File: config.mk
export PLATFORM = sky130hd
export DESIGN_NAME = vpifo_ingress_arbiter
export DESIGN_NICKNAME = d
export VERILOG_FILES = /design/src/rtl/vpifo_pkg.sv /design/src/rtl/vpifo_req_fifo.sv /design/src/rtl/vpifo_ingress_arbiter.sv
export SDC_FILE = /design/constraint.sdc
export NUM_CORES = 1
export LEC_CHECK = 0
export ABC_CLOCK_PERIOD_IN_PS = 9000
export CAP_MARGIN = 10
export CORE_MARGIN = 2
export CORE_UTILIZATION = 50
export DETAILED_ROUTE_END_ITERATION = 10
export HOLD_SLACK_MARGIN = 0.05
export PLACE_DENSITY = 0.73
export SYNTH_ARGS = -nofsm -noshare
export SYNTH_HDL_FRONTEND = slang
export SYNTH_SLANG_ARGS = --single-unit
File: constraint.sdc
create_clock -name i_clk -period 9 [get_ports i_clk]
set_clock_uncertainty 0.15 [all_clocks]
set_input_delay 1.8 -clock i_clk [delete_from_list [all_inputs] [get_ports i_clk]]
set_output_delay 1.8 -clock i_clk [all_outputs]
set_load 0.02 [all_outputs]
File: src/rtl/vpifo_pkg.sv
// vpifo_pkg: shared default widths, push request record and grant encoding for the vPIFO ingress path
package vpifo_pkg;
    localparam int PKG_PTW       = 16;
    localparam int PKG_MTW       = 2;
    localparam int PKG_LEVEL     = 4;
    localparam int PKG_TREE_NUM  = 4;
    localparam int TREE_NUM_BITS = $clog2(PKG_TREE_NUM);
    localparam int LEVEL_BITS    = $clog2(PKG_LEVEL);
    localparam int ROOT_TREE_ID  = 0;

    typedef struct packed {
        logic [TREE_NUM_BITS-1:0]   tree_id;
        logic [PKG_PTW-1:0]         prio;
        logic [PKG_MTW+PKG_PTW-1:0] data;
    } push_req_t;

    typedef enum logic {GNT_PUSH, GNT_POP} grant_e;
endpackage

File: src/rtl/vpifo_req_fifo.sv
// vpifo_req_fifo: circular buffer of push requests; ready is derived only from the count register
module vpifo_req_fifo
    import vpifo_pkg::*;
#(
    parameter int DEPTH = 4
) (
    input  logic      clk,
    input  logic      rst,
    input  logic      wr_en,
    input  push_req_t wr_data,
    input  logic      rd_en,
    output push_req_t rd_data,
    output logic      ready,
    output logic      empty
);
    localparam int AW = $clog2(DEPTH);

    logic [AW-1:0] wr_ptr;
    logic [AW-1:0] rd_ptr;
    logic [AW:0]   count;
    push_req_t     mem [DEPTH];

    assign rd_data = mem[rd_ptr];
    assign empty   = count == '0;
    assign ready   = count < (AW+1)'(DEPTH);

    // DEPTH is a power of two, so pointers wrap by natural overflow
    always_ff @(posedge clk or posedge rst) begin
        if (rst) begin
            wr_ptr <= '0;
            rd_ptr <= '0;
            count  <= '0;
        end else begin
            if (wr_en) wr_ptr <= wr_ptr + 1'b1;
            if (rd_en) rd_ptr <= rd_ptr + 1'b1;
            count <= count + (AW+1)'(wr_en) - (AW+1)'(rd_en);
        end
    end

    always_ff @(posedge clk) begin
        if (wr_en) mem[wr_ptr] <= wr_data;
    end
endmodule

File: src/rtl/vpifo_ingress_arbiter.sv
// vpifo_ingress_arbiter: buffers pushes, holds pending pops and issues at most one
// push or pop per cycle to the task generator, tracking root-tree occupancy.
module vpifo_ingress_arbiter
    import vpifo_pkg::*;
#(
    parameter int PTW       = PKG_PTW,
    parameter int MTW       = PKG_MTW,
    parameter int LEVEL     = PKG_LEVEL,
    parameter int TREE_NUM  = PKG_TREE_NUM,
    parameter int REQ_DEPTH = 4,
    parameter int CAPACITY  = 256,
    parameter int POP_W     = 4,
    localparam int TNB      = $clog2(TREE_NUM),
    localparam int OCC_W    = $clog2(CAPACITY + 1)
) (
    input  logic               i_clk,
    input  logic               i_arst,
    input  logic               i_push_valid,
    output logic               o_push_ready,
    input  logic [TNB-1:0]     i_push_tree_id,
    input  logic [PTW-1:0]     i_push_priority,
    input  logic [MTW+PTW-1:0] i_push_data,
    input  logic               i_pop_req,
    output logic               o_push,
    output logic [TNB-1:0]     o_push_tree_id,
    output logic [PTW-1:0]     o_push_priority,
    output logic [MTW+PTW-1:0] o_push_data,
    output logic               o_pop,
    input  logic               i_task_fifo_full,
    output logic [OCC_W-1:0]   o_occupancy,
    output logic [POP_W-1:0]   o_pop_pending,
    output logic               o_err_bad_tree,
    output logic               o_err_pop_ovf
);
    localparam int LB = $clog2(LEVEL);
    localparam logic [TNB-1:0]   LVL_MASK = TNB'((1 << LB) - 1);
    localparam logic [POP_W-1:0] POP_MAX  = '1;

    push_req_t head;
    push_req_t wr_req;
    grant_e    last_grant;
    logic      fifo_ready;
    logic      empty;
    logic      head_ok;
    logic      push_ok;
    logic      pop_ok;
    logic      gnt_push;
    logic      gnt_pop;
    logic      drop_bad;
    logic      pop_inc;

    assign wr_req       = '{tree_id: i_push_tree_id, prio: i_push_priority, data: i_push_data};
    assign o_push_ready = fifo_ready;

    vpifo_req_fifo #(.DEPTH(REQ_DEPTH)) u_req_fifo (
        .clk     (i_clk),
        .rst     (i_arst),
        .wr_en   (i_push_valid && fifo_ready),
        .wr_data (wr_req),
        .rd_en   (gnt_push || drop_bad),
        .rd_data (head),
        .ready   (fifo_ready),
        .empty   (empty)
    );

    // Ties alternate against the last grant; a saturated pending counter still
    // accepts a request when a pop issues in the same cycle.
    always_comb begin
        head_ok  = (head.tree_id & LVL_MASK) != TNB'(ROOT_TREE_ID);
        drop_bad = !empty && !head_ok;
        push_ok  = !empty && head_ok && !i_task_fifo_full && o_occupancy < OCC_W'(CAPACITY);
        pop_ok   = o_pop_pending != '0 && o_occupancy != '0;
        gnt_push = push_ok && (!pop_ok || last_grant == GNT_POP);
        gnt_pop  = pop_ok && !gnt_push;
        pop_inc  = i_pop_req && (o_pop_pending != POP_MAX || gnt_pop);
    end

    always_ff @(posedge i_clk or posedge i_arst) begin
        if (i_arst) begin
            o_push          <= 1'b0;
            o_pop           <= 1'b0;
            o_push_tree_id  <= '0;
            o_push_priority <= '0;
            o_push_data     <= '0;
            o_occupancy     <= '0;
            o_pop_pending   <= '0;
            o_err_bad_tree  <= 1'b0;
            o_err_pop_ovf   <= 1'b0;
            last_grant      <= GNT_POP;
        end else begin
            o_push <= gnt_push;
            o_pop  <= gnt_pop;
            if (gnt_push) begin
                o_push_tree_id  <= head.tree_id;
                o_push_priority <= head.prio;
                o_push_data     <= head.data;
            end
            if (gnt_push || gnt_pop) last_grant <= gnt_push ? GNT_PUSH : GNT_POP;
            o_occupancy   <= o_occupancy + OCC_W'(gnt_push) - OCC_W'(gnt_pop);
            o_pop_pending <= o_pop_pending + POP_W'(pop_inc) - POP_W'(gnt_pop);
            if (drop_bad) o_err_bad_tree <= 1'b1;
            if (i_pop_req && !pop_inc) o_err_pop_ovf <= 1'b1;
        end
    end
endmodule

==> flow_summary.json, run 1 <==
{
  "fin_util_pct": 63.6,
  "fin_nets": 595,
  "p_sw_share_pct": 31.0,
  "gp_congestion": 0.770,
  "crit_chain": "clkdlybuf4s50_1 -> nor2_1 -> nand2_1 -> nor3_4 -> buf_4 -> or2_2 -> inv_1 -> ha_1 -> inv_1 -> ha_1 -> fa_1 -> xor2_1",
  "finalCriticalPeriod_ns": 4.26,
  "root_buffer": "clkbuf_16",
  "track_usage_pct": 17.2,
  "synth-seq-area-share_pct": 72.3,
  "syn_inst": 420,
  "vdd_drop_max_uv": 233,
  "status": "finished clean",
  "clkTransAtPathRegs_ns": 0.06,
  "grt_pass1_vias": 4444,
  "setup_tns_ns": 0,
  "ys_seq_elements": 205,
  "firstDrtPassIters": 4,
  "rsz0062_at_grt": "no",
  "p_leak_nw": 3.69,
  "crit_family": "buffers and inverters",
  "setup_viol": 0,
  "critPathLaunchType": "input pin",
  "finish.cell_count_without_fillers": 760,
  "timing.fmax_ghz": 0.235,
  "netlist_top_cells_count": "edfxtp_1, dfrtp_1, mux4_2, mux2_2, inv_1",
  "cts_buffer_depth": 3,
  "max_slew_margin_pct": 28.3,
  "rrSetupSlack_ns": 5.00,
  "syn_to_final_growth_pct": 24.4,
  "syn_area_per_cell_um2": 19.3,
  "ys.flop_type": "edfxtp_1",
  "synth_edf_count": 144,
  "vias_per_cell": 5.26,
  "core_um2": 15800,
  "slowest_delay_ns": 0.51,
  "drt_iter0_drc": 207,
  "cts_tree": "yes",
  "yosysWarnings": 0,
  "insertion_delay_ns": 0.51,
  "hp-class": "reg -> reg",
  "drcViolationCount": 0,
  "finalMaxSlewViolations": 0,
  "ant_nets": 0,
  "async_flop_share_pct": 29.8,
  "max_cap_violations": 0,
  "grt_pass1_wl_mm": 23.2,
  "clock_sinks": 205,
  "port_buffers": 94,
  "cp.buffers_inverters": 4,
  "cp_data_required_time_ns": 9.22,
  "hold_viol": 0,
  "io_pins": 95,
  "die_area_um2": 17200,
  "synth_nets": 487,
  "drive_gt1_share_pct": 22.6,
  "placementRows": 46,
  "power_switching_w": 0.00115,
  "antennaDiodeCount": 0,
  "worst_pin_slew_ns": 1.07,
  "start_util_pct": 51.1,
  "synth_area_um2": 8090,
  "critPathCaptureType": "flip-flop",
  "grt_start_max_net_pins": 62,
  "cp_max_fo": 38,
  "cts_resized": 0,
  "die-width_um": 131,
  "synthTopCellsByArea": "edfxtp_1, dfrtp_1, mux4_2, mux2_2, ha_1",
  "crit_arrival_ns": 4.48,
  "path_class": "in -> reg",
  "post_cts_buffers": 0,
  "yosysMostFrequentCell": "edfxtp_1",
  "clock_power_share_pct": 26.1,
  "critPathSlowestCell": "buf_4",
  "yosysUniqueCellTypes": 37,
  "routed_wl_mm": 14.4,
  "yosys.area.top_type_share_pct": 53.4,
  "powerDensity_nw_per_um2": 367,
  "p_comb_share_pct": 35.5,
  "sequentialPowerShare_pct": 38.5,
  "yosysTopAreaCell": "edfxtp_1",
  "routedWlPerCell_um": 19.0,
  "cts_buffers": 22,
  "cts.hold.buffers_added": 0,
  "vias": 3996,
  "antenna_found_initial": 0,
  "place_inst": 720,
  "dpl.hpwl_mm": 8.49,
  "fp.dieH_um": 131,
  "internal-power_w": 0.00255,
  "fin_crit_sh_pct": 47.3,
  "h-tree-depth": 1,
  "fin_total_pwr_w": 0.00370,
  "overflow": 0
}
[state kept, by name (all words and copies together) (netlist names)]
name / flops
o_push_data: 18
o_err_pop_ovf: 1
o_occupancy: 9
o_pop_pending: 4
o_pop: 1
last_grant: 1
u_req_fifo.wr_ptr: 2
u_req_fifo.rd_ptr: 2
o_push: 1
o_push_tree_id: 2
o_push_priority: 16
o_err_bad_tree: 1
u_req_fifo.mem: 144
u_req_fifo.count: 3
[per-stage QoR]
step,area [um2],worst slack (ns),hold WS (ns)
final,10100,4.74,0.329
after global routing,10100,4.50,0.344
after CTS,10100,4.72,0.331
after detailed placement,9270,4.22,0.317
after global placement,9270,4.30,0.316
after floorplan,8090,5.09,0.301
[routing by layer]
metal / global-route usage (%) / vias to the layer above / wire length [um]
met3: 3.82 / 24 / 732
met1: 22.7 / 2058 / 6300
met4: 4.35 / 0 / 246
met2: 29.2 / 103 / 7130
li1: - / 1811 / -
met5: 0 / - / 0
[layout by cell type, fill, tap and decap left out, drive strengths merged, types with 4 or more instances in the layout]
master         instances
dfrtp                 60
clkinv                 9
xor2                   6
a21oi                  4
nand2                  6
nand2b                 4
mux4                  37
and2                   4
o21ai                  6
nor2                  12
xnor2                  9
clkdlybuf4s50         94
bufinv                 5
edfxtp               144
nor2b                  5
clkbuf                24
mux2                  34
inv                   28
ha                    23
[path summary, 6_finish.rpt]
| kind | start | to | cells past startpoint |
|---|---|---|---|
| max in group asynchronous | i_arst | u_req_fifo.rd_ptr[0]$_DFFE_PP0P_ | 3 |
| min in group asynchronous | i_arst | o_push$_DFF_PP0_ | 3 |
| min | o_err_pop_ovf$_DFFE_PP0P_ | o_err_pop_ovf$_DFFE_PP0P_ | 1 |
| min reg2reg | o_err_pop_ovf$_DFFE_PP0P_ | o_err_pop_ovf$_DFFE_PP0P_ | 1 |
| max reg2reg | u_req_fifo.rd_ptr[1]$_DFFE_PP0P_ | o_pop_pending[2]$_DFF_PP0_ | 10 |
| max | i_task_fifo_full | o_pop_pending[2]$_DFF_PP0_ | 12 |
[cells by family after synthesis]
logic type	Yosys count	synth area share [%]
AO/OA/AOI/OAI	20	1.69
XOR/XNOR	15	1.62
adder cells (fa/ha/maj)	26	4.30
buffers and inverters	41	2.21
flip-flops	205	72.3
multiplexers	71	15.0
AND/OR/NAND/NOR	42	2.83
[final cells by class]
type / count / area (um2)
clock buffers: 24 / 568
repair buffers: 97 / 963
multi-input cells: 174 / 2070
flip-flops and latches: 205 / 5850
fillers: 1106 / 5760
inverters: 28 / 106
well taps: 216 / 270
clock inverters: 16 / 229
[power by group through the flow]
stage	clock network, W	logic, W	registers [W]
floorplan	0	0.000769	0.00152
global placement	0	0.00129	0.00143
detailed placement	0	0.00133	0.00144
CTS	0.000982	0.00134	0.00143
global route	0.00101	0.00144	0.00145
finish	0.000963	0.00131	0.00142
Note: power is estimated with default switching activity, not from simulation.
==> run 2: changes to the inputs <==
- ABC_CLOCK_PERIOD_IN_PS: 9000 -> 3400
- PLACE_DENSITY: 0.73 -> 0.75
- clock period: 9 -> 3.4 ns (I/O delays scaled with it)
==> run 2 against run 1 <==
Against the previous run: hold slack worse by 0.00081 ns; largest cell class unchanged; power rose to 2.6 times the previous value; sequential share of layout area down 0.28 points.
==> flow_summary.json, run 2 (synthesis results as in run 1) <==
{
  "status": "finished clean",
  "insertion_delay_ns": 0.49,
  "final_common_cell": "edfxtp_1",
  "vdd_drop_max_uv": 643,
  "drive_gt1_share_pct": 24.1,
  "drt_iter0_drc": 191,
  "port_buffers": 94,
  "clock_sinks": 205,
  "regMostFlops": "u_req_fifo.mem",
  "vias": 4090,
  "overflow": 0,
  "fin_crit_sh_pct": 88.4,
  "fin_nets": 604,
  "vias_per_cell": 5.33,
  "cts_resized": 0,
  "grt_pass1_vias": 4523,
  "drcViolationCount": 0,
  "timing.fmax_ghz": 0.333,
  "setup_tns_ns": 0,
  "antenna_found_initial": 0,
  "largest_register_ffs": 144,
  "antennaDiodeCount": 0,
  "critPathLaunchType": "flip-flop",
  "max_slew_margin_pct": 48.4,
  "setup_viol": 0,
  "track_usage_pct": 17.9,
  "p_leak_nw": 3.73,
  "reg_top3": "u_req_fifo.mem: 144 flops, o_push_data: 18 flops, o_push_priority: 16 flops",
  "clkTransAtPathRegs_ns": 0.06,
  "die_area_um2": 17200,
  "fp.dieH_um": 131,
  "post_cts_buffers": 0,
  "layout_common_cells": "edfxtp_1, clkdlybuf4s50_1, dfrtp_1",
  "cts_tree": "yes",
  "crit_arrival_ns": 3.22,
  "path_class": "reg -> reg",
  "finalCriticalPeriod_ns": 3.01,
  "grt_start_max_net_pins": 39,
  "h-tree-depth": 1,
  "rsz0062_at_grt": "no",
  "cts.hold.buffers_added": 0,
  "critPathCaptureType": "flip-flop",
  "ant_nets": 0,
  "hold_viol": 0,
  "finalMaxSlewViolations": 0,
  "dpl.hpwl_mm": 9.39,
  "worst_pin_slew_ns": 0.774,
  "powerDensity_nw_per_um2": 957,
  "cp_max_fo": 4,
  "placementRows": 46,
  "start_util_pct": 51.1,
  "firstDrtPassIters": 5,
  "root_buffer": "clkbuf_16",
  "routed_wl_mm": 14.9,
  "core_um2": 15800,
  "io_pins": 95,
  "max_cap_violations": 0,
  "hp-class": "reg -> reg",
  "cts_buffer_depth": 3,
  "gp_congestion": 0.807,
  "timing.hold.ws_ns": 0.328,
  "grt_pass1_wl_mm": 24.2,
  "routedWlPerCell_um": 19.5,
  "cts_buffers": 21,
  "syn_to_final_growth_pct": 25.0,
  "cp_data_required_time_ns": 3.61,
  "die-width_um": 131
}
[run 2: cell count changes in the layout (fill, tap and decap cells not counted)]
cell and delta:
clkbuf_16 -1, buf_12 +3, buf_4 +7, clkinv_8 -1, clkbuf_8 +3, clkinv_1 -2, inv_6 +1, clkinv_4 -1
bufinv_16 -2, inv_2 +1
[run 2: critical path: stages (launching register included)]
cell and delay [ns]:
dfrtp_1 0.40, inv_1 0.09, ha_1 0.16, or3b_1 0.36, o211a_1 0.18, nor3_4 0.26, or2_2 0.18, inv_1 0.06
fa_1 0.43, nor2b_1 0.16, o211ai_1 0.11, nand3_1 0.09, o21ai_0 0.10, xnor2_1 0.15
[run 2: layout make-up]
type | instances | area [um2]
Sequential cell | 205 | 5850
Clock buffer | 26 | 584
Inverter | 28 | 105
Fill cell | 1101 | 5720
Multi-Input combinational cell | 174 | 2070
Tap cell | 216 | 270
Timing Repair Buffer | 107 | 1080
Clock inverter | 12 | 150
[run 2: path summary, 6_finish.rpt]
kind                                            startpoint                       end  slack [ns]  cells past startpoint
worst max-delay path            o_pop_pending[2]$_DFF_PP0_  o_occupancy[8]$_DFF_PP0_        0.39                     13
worst min-delay path                last_grant$_DFFE_PP1P_    last_grant$_DFFE_PP1P_        0.33                      2
worst max register to register  o_pop_pending[2]$_DFF_PP0_  o_occupancy[8]$_DFF_PP0_        0.39                     13
worst min register to register      last_grant$_DFFE_PP1P_    last_grant$_DFFE_PP1P_        0.33                      2
max in group asynchronous                           i_arst    last_grant$_DFFE_PP1P_        2.01                      3
min in group asynchronous                           i_arst          o_push$_DFF_PP0_        0.44                      2
[run 2: power by group]
group	leakage, nW	total, W	internal (W)	switching [W]
logic	1.35	0.00363	0.00183	0.00179
registers	2.02	0.00366	0.00335	0.000314
clock network	0.358	0.00239	0.00146	0.000931
[run 2: through the flow]
stage               total power, W  cells  utilization [%]  area [um2]  worst slack [ns]
floorplan                  0.00607    420                -        8090             0.271
global placement           0.00725    730             59.2        9380             0.322
detailed placement         0.00739    730             59.2        9380             0.277
CTS                        0.00981    768             63.9       10100             0.401
global route                0.0102    768             63.9       10100             0.192
finish                     0.00968    768             63.9       10100             0.394
[run 2: routing by layer]
| layer | global-route usage [%] | wire length (um) | vias to the layer above | share of wire (%) |
|---|---|---|---|---|
| li1 | - | - | 1831 | - |
| met1 | 23.6 | 6460 | 2113 | 43 |
| met2 | 31.1 | 7380 | 124 | 49 |
| met3 | 3.63 | 833 | 22 | 5.6 |
| met4 | 4.23 | 276 | 0 | 1.8 |
| met5 | 0 | 0 | - | 0 |
